**config.mk**
```make
export PLATFORM = sky130hd
export DESIGN_NAME = dvi_ddr_formatter
export DESIGN_NICKNAME = d
export VERILOG_FILES = /design/src/rtl/dvi_ddr_formatter_pkg.sv /design/src/rtl/dvi_bar_gen.sv /design/src/rtl/dvi_ddr_formatter.sv
export SDC_FILE = /design/constraint.sdc
export NUM_CORES = 1
export LEC_CHECK = 0
export ABC_CLOCK_PERIOD_IN_PS = 6100
export CAP_MARGIN = 20
export CORE_MARGIN = 2
export CORE_UTILIZATION = 57
export DETAILED_ROUTE_END_ITERATION = 7
export HOLD_SLACK_MARGIN = 0.1
export PLACE_DENSITY = 0.84
export SYNTH_ARGS = -nofsm -noshare
export SYNTH_HDL_FRONTEND = slang
export SYNTH_SLANG_ARGS = --single-unit
```
**constraint.sdc**
```tcl
create_clock -name clk -period 6.1 [get_ports clk]
set_input_delay 0.915 -clock clk [delete_from_list [all_inputs] [get_ports clk]]
set_output_delay 0.915 -clock clk [all_outputs]
set_load 0.05 [all_outputs]
```
**src/rtl/dvi_ddr_formatter_pkg.sv**
```systemverilog
// Shared definitions for the DVI DDR formatter.
//   mode_e     : requested/applied output mode encodings
//   BAR_TABLE  : colour-bar test pattern, {r,g,b} per bar index
//   PHASE_W    : width of each DDR phase word
//   pipe_t     : one pipeline slot (phase words, controls, config tag)
package dvi_ddr_formatter_pkg;

   localparam int PHASE_W = 12;
   localparam int PX_W    = 12;
   localparam logic [PX_W-1:0] PX_MAX = '1;

   typedef enum logic [1:0] {
      MODE_RGB888 = 2'd0,
      MODE_RGB565 = 2'd1,
      MODE_BARS   = 2'd2,
      MODE_RSVD   = 2'd3
   } mode_e;

   typedef enum logic {
      ST_WAIT_VS = 1'b0,
      ST_RUN     = 1'b1
   } state_e;

   typedef logic [23:0] rgb_t;

   // white, yellow, cyan, green, magenta, red, blue, black
   localparam rgb_t BAR_TABLE [8] = '{
      24'hFFFFFF, 24'hFFFF00, 24'h00FFFF, 24'h00FF00,
      24'hFF00FF, 24'hFF0000, 24'h0000FF, 24'h000000
   };

   typedef struct packed {
      logic [PHASE_W-1:0] rise;
      logic [PHASE_W-1:0] fall;
   } phase_t;

   typedef struct packed {
      phase_t ph;
      logic   de;
      logic   hs;
      logic   vs;
      logic   locked;
      mode_e  mode;
   } pipe_t;

   function automatic phase_t pack_rgb888(input rgb_t c);
      phase_t p;
      p.rise = {c[23:16], c[15:12]};
      p.fall = {c[11:8], c[7:0]};
      return p;
   endfunction

   function automatic phase_t pack_rgb565(input rgb_t c);
      phase_t p;
      p.rise = {4'b0, c[23:19], c[15:13]};
      p.fall = {4'b0, c[12:10], c[7:3]};
      return p;
   endfunction

   // Reserved encoding behaves exactly like RGB888.
   function automatic mode_e sanitize_mode(input logic [1:0] m);
      return (m == MODE_RSVD) ? MODE_RGB888 : mode_e'(m);
   endfunction

endpackage

```
**src/rtl/dvi_bar_gen.sv**
```systemverilog
// Colour-bar generator: counts DE-high pixels within a line and returns the
// bar colour for the pixel currently presented on de.
//   clk, rst_n : pixel clock, async active-low reset
//   de         : input data enable
//   bar_rgb    : {r,g,b} of the bar for the current pixel
module dvi_bar_gen
   import dvi_ddr_formatter_pkg::*;
#(
   parameter int BAR_W = 80
) (
   input  logic clk,
   input  logic rst_n,
   input  logic de,
   output rgb_t bar_rgb
);

   localparam logic [PX_W-1:0] BAR_LAST = PX_W'(BAR_W - 1);

   logic [PX_W-1:0] px_q;
   logic [PX_W-1:0] bar_left_q;
   logic [2:0]      bar_idx_q;

   // bar_left_q is a down-counter through the current bar; bar_idx_q wraps
   // modulo 8 on its own. Both freeze with px so a saturated line keeps
   // showing the bar belonging to px = 4095.
   always_ff @(posedge clk or negedge rst_n) begin
      if (!rst_n) begin
         px_q       <= '0;
         bar_left_q <= BAR_LAST;
         bar_idx_q  <= '0;
      end else if (!de) begin
         px_q       <= '0;
         bar_left_q <= BAR_LAST;
         bar_idx_q  <= '0;
      end else if (px_q != PX_MAX) begin
         px_q <= px_q + 1'b1;
         if (bar_left_q == '0) begin
            bar_left_q <= BAR_LAST;
            bar_idx_q  <= bar_idx_q + 1'b1;
         end else begin
            bar_left_q <= bar_left_q - 1'b1;
         end
      end
   end

   assign bar_rgb = BAR_TABLE[bar_idx_q];

endmodule

```
**src/rtl/dvi_ddr_formatter.sv**
```systemverilog
// DVI DDR formatter: packs RGB pixels (or a colour-bar pattern) into two
// 12-bit phase words per pixel for the external DDR output cells, applies
// sync polarity, and delays everything by PIPE_STAGES cycles.
// Configuration (mode, polarities) is only taken on a VS rising edge.
//   clk, rst_n         : pixel clock, async active-low reset
//   de, hs, vs, r,g,b  : input video
//   mode, hs_pol/vs_pol: requested configuration
//   d_rise, d_fall     : phase words
//   de_o, hs_o, vs_o   : aligned controls
//   locked, cur_mode   : configuration status, aligned with the data
//
// state      | meaning
// ST_WAIT_VS | no configuration applied yet; mode 0, polarity 0, locked = 0
// ST_RUN     | configuration applied at a VS edge; locked = 1
module dvi_ddr_formatter
   import dvi_ddr_formatter_pkg::*;
#(
   parameter int PIPE_STAGES = 2,
   parameter int BAR_W       = 80
) (
   input  logic               clk,
   input  logic               rst_n,
   input  logic               de,
   input  logic               hs,
   input  logic               vs,
   input  logic [7:0]         r,
   input  logic [7:0]         g,
   input  logic [7:0]         b,
   input  logic [1:0]         mode,
   input  logic               hs_pol,
   input  logic               vs_pol,
   output logic [PHASE_W-1:0] d_rise,
   output logic [PHASE_W-1:0] d_fall,
   output logic               de_o,
   output logic               hs_o,
   output logic               vs_o,
   output logic               locked,
   output logic [1:0]         cur_mode
);

   state_e state_q, state_d;
   logic   vs_q;
   logic   vs_rise;
   mode_e  cfg_mode_q;
   logic   cfg_hs_pol_q, cfg_vs_pol_q;
   mode_e  eff_mode;
   logic   eff_hs_pol, eff_vs_pol, eff_locked;
   rgb_t   bar_rgb;
   pipe_t  stage_in;
   pipe_t  pipe_q [PIPE_STAGES];

   assign vs_rise = vs & ~vs_q;

   dvi_bar_gen #(.BAR_W(BAR_W)) u_bar_gen (
      .clk     (clk),
      .rst_n   (rst_n),
      .de      (de),
      .bar_rgb (bar_rgb)
   );

   always_ff @(posedge clk or negedge rst_n) begin
      if (!rst_n) state_q <= ST_WAIT_VS;
      else        state_q <= state_d;
   end

   // The effective configuration bypasses the applied registers on the
   // VS-edge cycle so the pixel entering with the edge already uses it.
   always_comb begin
      state_d    = state_q;
      eff_mode   = cfg_mode_q;
      eff_hs_pol = cfg_hs_pol_q;
      eff_vs_pol = cfg_vs_pol_q;
      eff_locked = (state_q == ST_RUN);
      case (state_q)
         ST_WAIT_VS: if (vs_rise) state_d = ST_RUN;
         ST_RUN:     state_d = ST_RUN;
         default:    state_d = ST_WAIT_VS;
      endcase
      if (vs_rise) begin
         eff_mode   = sanitize_mode(mode);
         eff_hs_pol = hs_pol;
         eff_vs_pol = vs_pol;
         eff_locked = 1'b1;
      end
   end

   always_ff @(posedge clk or negedge rst_n) begin
      if (!rst_n) begin
         vs_q         <= 1'b0;
         cfg_mode_q   <= MODE_RGB888;
         cfg_hs_pol_q <= 1'b0;
         cfg_vs_pol_q <= 1'b0;
      end else begin
         vs_q <= vs;
         if (vs_rise) begin
            cfg_mode_q   <= eff_mode;
            cfg_hs_pol_q <= eff_hs_pol;
            cfg_vs_pol_q <= eff_vs_pol;
         end
      end
   end

   always_comb begin
      stage_in        = '0;
      stage_in.de     = de;
      stage_in.hs     = hs ^ eff_hs_pol;
      stage_in.vs     = vs ^ eff_vs_pol;
      stage_in.locked = eff_locked;
      stage_in.mode   = eff_mode;
      if (de) begin
         case (eff_mode)
            MODE_RGB565: stage_in.ph = pack_rgb565({r, g, b});
            MODE_BARS:   stage_in.ph = pack_rgb888(bar_rgb);
            default:     stage_in.ph = pack_rgb888({r, g, b});
         endcase
      end
   end

   // Data, controls and the configuration tag share one delay line, so
   // they cannot skew relative to each other.
   always_ff @(posedge clk or negedge rst_n) begin
      if (!rst_n) begin
         for (int i = 0; i < PIPE_STAGES; i++) pipe_q[i] <= '0;
      end else begin
         pipe_q[0] <= stage_in;
         for (int i = 1; i < PIPE_STAGES; i++) pipe_q[i] <= pipe_q[i-1];
      end
   end

   assign d_rise   = pipe_q[PIPE_STAGES-1].ph.rise;
   assign d_fall   = pipe_q[PIPE_STAGES-1].ph.fall;
   assign de_o     = pipe_q[PIPE_STAGES-1].de;
   assign hs_o     = pipe_q[PIPE_STAGES-1].hs;
   assign vs_o     = pipe_q[PIPE_STAGES-1].vs;
   assign locked   = pipe_q[PIPE_STAGES-1].locked;
   assign cur_mode = pipe_q[PIPE_STAGES-1].mode;

endmodule

```
==> results.txt <==
The final global-route overflow total came out at 0. The number of hold buffers added after cts came out at 0. The number of max-slew violations in the final report came out at 0. The synthesized area per cell is 11.13 um^2.

The post-route cell area is 4589 um^2. After detailed routing, no signal wire sits above met4. The run finished with clean final reports. The cell count after synthesis came out at 347. The first-pass GRT wire length came out at 12.26 mm. The minimum period implied by the final worst setup slack is 3.026 ns.

Setup slack on the worst reg-to-reg path comes out at 3.69 ns. The via count of the first global-routing pass came to 2570. The share of the cycle needed by the critical path after routing is 0.4960.

The core region is 6681 um^2. In this run the deepest clock path goes through 2 buffers. Setup repair after global routing left no endpoint under its margin. The leakage dissipation is 2.010 nW.

In the final routed layout, each cell accounts on average for 15.53 um. In this run the worst hold path is classified as flop to flop. Detailed placement ended at an HPWL of 4.881 mm. Relative to the synthesized area, the layout overhead comes to 18.78%. The die area came out at 7453 um^2.

The maximum level of the CTS H-tree came out at 3. Of all nets on the critical path, the largest fanout is 16. Routability-driven placement finished with a final weighted congestion of 0.8687. The routed via count divided by cell count came out at 5.630. The pre-antenna-repair detailed-routing pass consisted of 4 iterations. For this design the top-level I/O count stands at 63. The tree built by TritonCTS fans out to 92 sinks. The transition time at the pin with the least slew margin came out at 0.6947 ns. The floorplan step set the die width to 86.33 um. Across the run, the number of max-cap violations was 0. The worst voltage drop across the vdd grid is 0.1066 mV.

The antenna diode count came out at 0. The height of the die came out at 86.33 um. The number of synthesized flops with an enable pin came out at 0.

The remaining antenna violation count after routing is 0. STA puts the critical path data required time at 6.34 ns. Counting flops with an async set or reset pin after synthesis yields a share of 1.000. The largest net degree at the start of global routing is 93.

Static timing analysis puts the maximum clock frequency at 330.5 MHz. The endpoint kind of the worst setup timing path is a flop. The net total in the final layout came out at 424.

The final number of hold-violating endpoints is 0. After clock tree synthesis, the setup repair step added 0 buffers. The Yosys warning count came out at 0. Including well taps, the total number of placed cells is 453. Input and output buffers added on the ports amount to 62. Wires add up to 7.300 mm.

By startpoint and endpoint, the worst setup path is classified as input pin to flop. The total standard cell area after synthesis came out at 3864 um^2. Of the cells placed in the final design, the portion with a size suffix greater than 1 is 0.1000. Summing all placed instances gives a cell area of 4340 um^2. The clock buffer count from CTS came out at 9.

The total routed wire length on the met1 layer came out at 3.016 mm. For this run, the total global-route usage over all layers was measured as 0.2147. The initial antenna violation count is 0.

After detailed routing, the met3 layer carries 406 um of wire. The proportion of synthesized chip area in sequential cells came out at 0.5975. The relative slew slack is 0.5304. The power consumption came out at 1.411 mW. The setup TNS came out at 0 ns.

The number of nets in the synthesized netlist is 386. The overall via count from detail_route is 2646. Yosys mapped the design onto 55 distinct sky130hd cell types. The cell row count came out at 30.

The clock-pin slew on the worst setup and hold paths came out at 0.09 ns. The most used flip-flop cell after synthesis is sky130_fd_sc_hd__dfrtp_1. The post-CTS resize count came out at 0. Setup violations remaining at the end of the flow were counted as 0. The number of design rule violations left after detail routing came out at 0.

The initial cell density of the core came out at 0.5783. Wire segments on met2 add up to 3.743 mm in the final route. The total power density per cell area is 307.4 nW/um^2. The data arrival at the endpoint of the critical path is 3.26 ns. The number of cells in the finished layout apart from fillers is 470. The insertion delay to the later sink of the worst-skew pair came out at 0.37 ns.

The worst setup path is launched from an input pin. In this run, the number of DRC markers left after iteration 0 of detailed routing was 146. Between clock sinks in the finished design, the worst skew comes to 0.01151 ns.

The root buffer cell chosen for the clock tree is sky130_fd_sc_hd__clkbuf_8. The count of state elements after synthesis is 92. The CTS tree is done.
path summary, 6_finish.rpt:
path,cells past startpoint,startpoint,end
worst max register to register,7,vs_q,pipe_q[52]
worst min-delay path,0,pipe_q[52],d_rise[4]
worst min register to register,0,pipe_q[52],d_rise[4]
worst max-delay path,8,vs,pipe_q[52]
max in group asynchronous,2,rst_n,u_bar_gen.bar_left_q[2]
min in group asynchronous,1,rst_n,u_bar_gen.px_q[10]
sequential cells by signal, indices dropped and copies added (netlist names), 2 cells and up:
name,cells
u_bar_gen.bar_idx_q,3
cfg_mode_q,2
u_bar_gen.bar_left_q,12
d_rise,12
u_bar_gen.px_q,12
cur_mode,2
pipe_q,30
d_fall,12
report_power, final:
part / internal, mW / switching (mW)
registers: 0.670 / 0.0201
clock network: 0.235 / 0.222
logic: 0.0885 / 0.175
total: 0.994 / 0.417
metrics by stage:
stage / hold WS, ns / setup WS [ns] / util
final: 0.3518 / 3.074 / 0.6869
after detailed placement: 0.3347 / 2.737 / 0.6496
after CTS: 0.3482 / 3.085 / 0.6828
after global routing: 0.3585 / 2.841 / 0.6869
after floorplan: 0.3312 / 3.491 / -
after global placement: 0.3317 / 2.844 / 0.6496
routing by layer:
metal | up-vias | GRT usage
met1 | 1290 | 0.2781
met2 | 88 | 0.3483
met4 | 0 | 0.1009
met3 | 13 | 0.04476
li1 | 1255 | -
met5 | - | 0
synth_stat cells (4+ instances only):
master,count,area [um^2]
sky130_fd_sc_hd__ha_1,6,75.07
sky130_fd_sc_hd__nor2_1,8,30.03
sky130_fd_sc_hd__xor2_1,4,35.03
sky130_fd_sc_hd__dfrtp_1,87,2177
sky130_fd_sc_hd__or3_1,4,25.02
sky130_fd_sc_hd__a21oi_1,38,190.2
sky130_fd_sc_hd__and3_1,4,25.02
sky130_fd_sc_hd__a31oi_1,4,25.02
sky130_fd_sc_hd__buf_4,27,202.7
sky130_fd_sc_hd__nor3_1,4,20.02
sky130_fd_sc_hd__inv_1,22,82.58
sky130_fd_sc_hd__nand2b_1,8,50.05
sky130_fd_sc_hd__nand3_1,9,45.04
sky130_fd_sc_hd__o21ai_0,26,130.1
sky130_fd_sc_hd__dfstp_2,5,131.4
sky130_fd_sc_hd__clkbuf_1,7,26.28
sky130_fd_sc_hd__nand2_1,32,120.1
kinds of logic (layout without fill, tap and decap cells):
logic type,after synthesis,in the layout,synth area share
flops,92,92,0.5975
simple gates,91,91,0.1367
compound gates,90,90,0.1383
buf+inv,59,102,0.08581
fa+ha+maj,6,6,0.01943
xor+xnor,5,5,0.01133
mux,4,4,0.01101
area by class of cell:
class | instances | area (um^2)
flip-flops and latches | 92 | 2308
fillers | 476 | 2092
multi-input cells | 196 | 1224
repair buffers | 64 | 653.1
clock buffers | 10 | 127.6
well taps | 80 | 100.1
clock inverters | 6 | 93.84
inverters | 22 | 82.58
critical path, cell delays in order:
cell and delay (ns):
sky130_fd_sc_hd__clkdlybuf4s50_1 0.51, sky130_fd_sc_hd__nand2b_1 0.20, sky130_fd_sc_hd__o21ai_0 0.34, sky130_fd_sc_hd__inv_1 0.08, sky130_fd_sc_hd__ha_1 0.54, sky130_fd_sc_hd__inv_1 0.30, sky130_fd_sc_hd__o21ai_0 0.32, sky130_fd_sc_hd__a21oi_1 0.06
placed cells by master (no fill, tap or decap), types with 5 or more instances in the layout:
| master | count |
|---|---|
| sky130_fd_sc_hd__clkdlybuf4s50_1 | 61 |
| sky130_fd_sc_hd__clkbuf_8 | 9 |
| sky130_fd_sc_hd__inv_1 | 22 |
| sky130_fd_sc_hd__nand2b_1 | 8 |
| sky130_fd_sc_hd__ha_1 | 6 |
| sky130_fd_sc_hd__a21oi_1 | 38 |
| sky130_fd_sc_hd__o21ai_0 | 26 |
| sky130_fd_sc_hd__nor2_1 | 8 |
| sky130_fd_sc_hd__dfrtp_1 | 87 |
| sky130_fd_sc_hd__dfstp_2 | 5 |
| sky130_fd_sc_hd__nand2_1 | 32 |
| sky130_fd_sc_hd__nand3_1 | 9 |
Note: power is estimated with default switching activity, not from simulation.
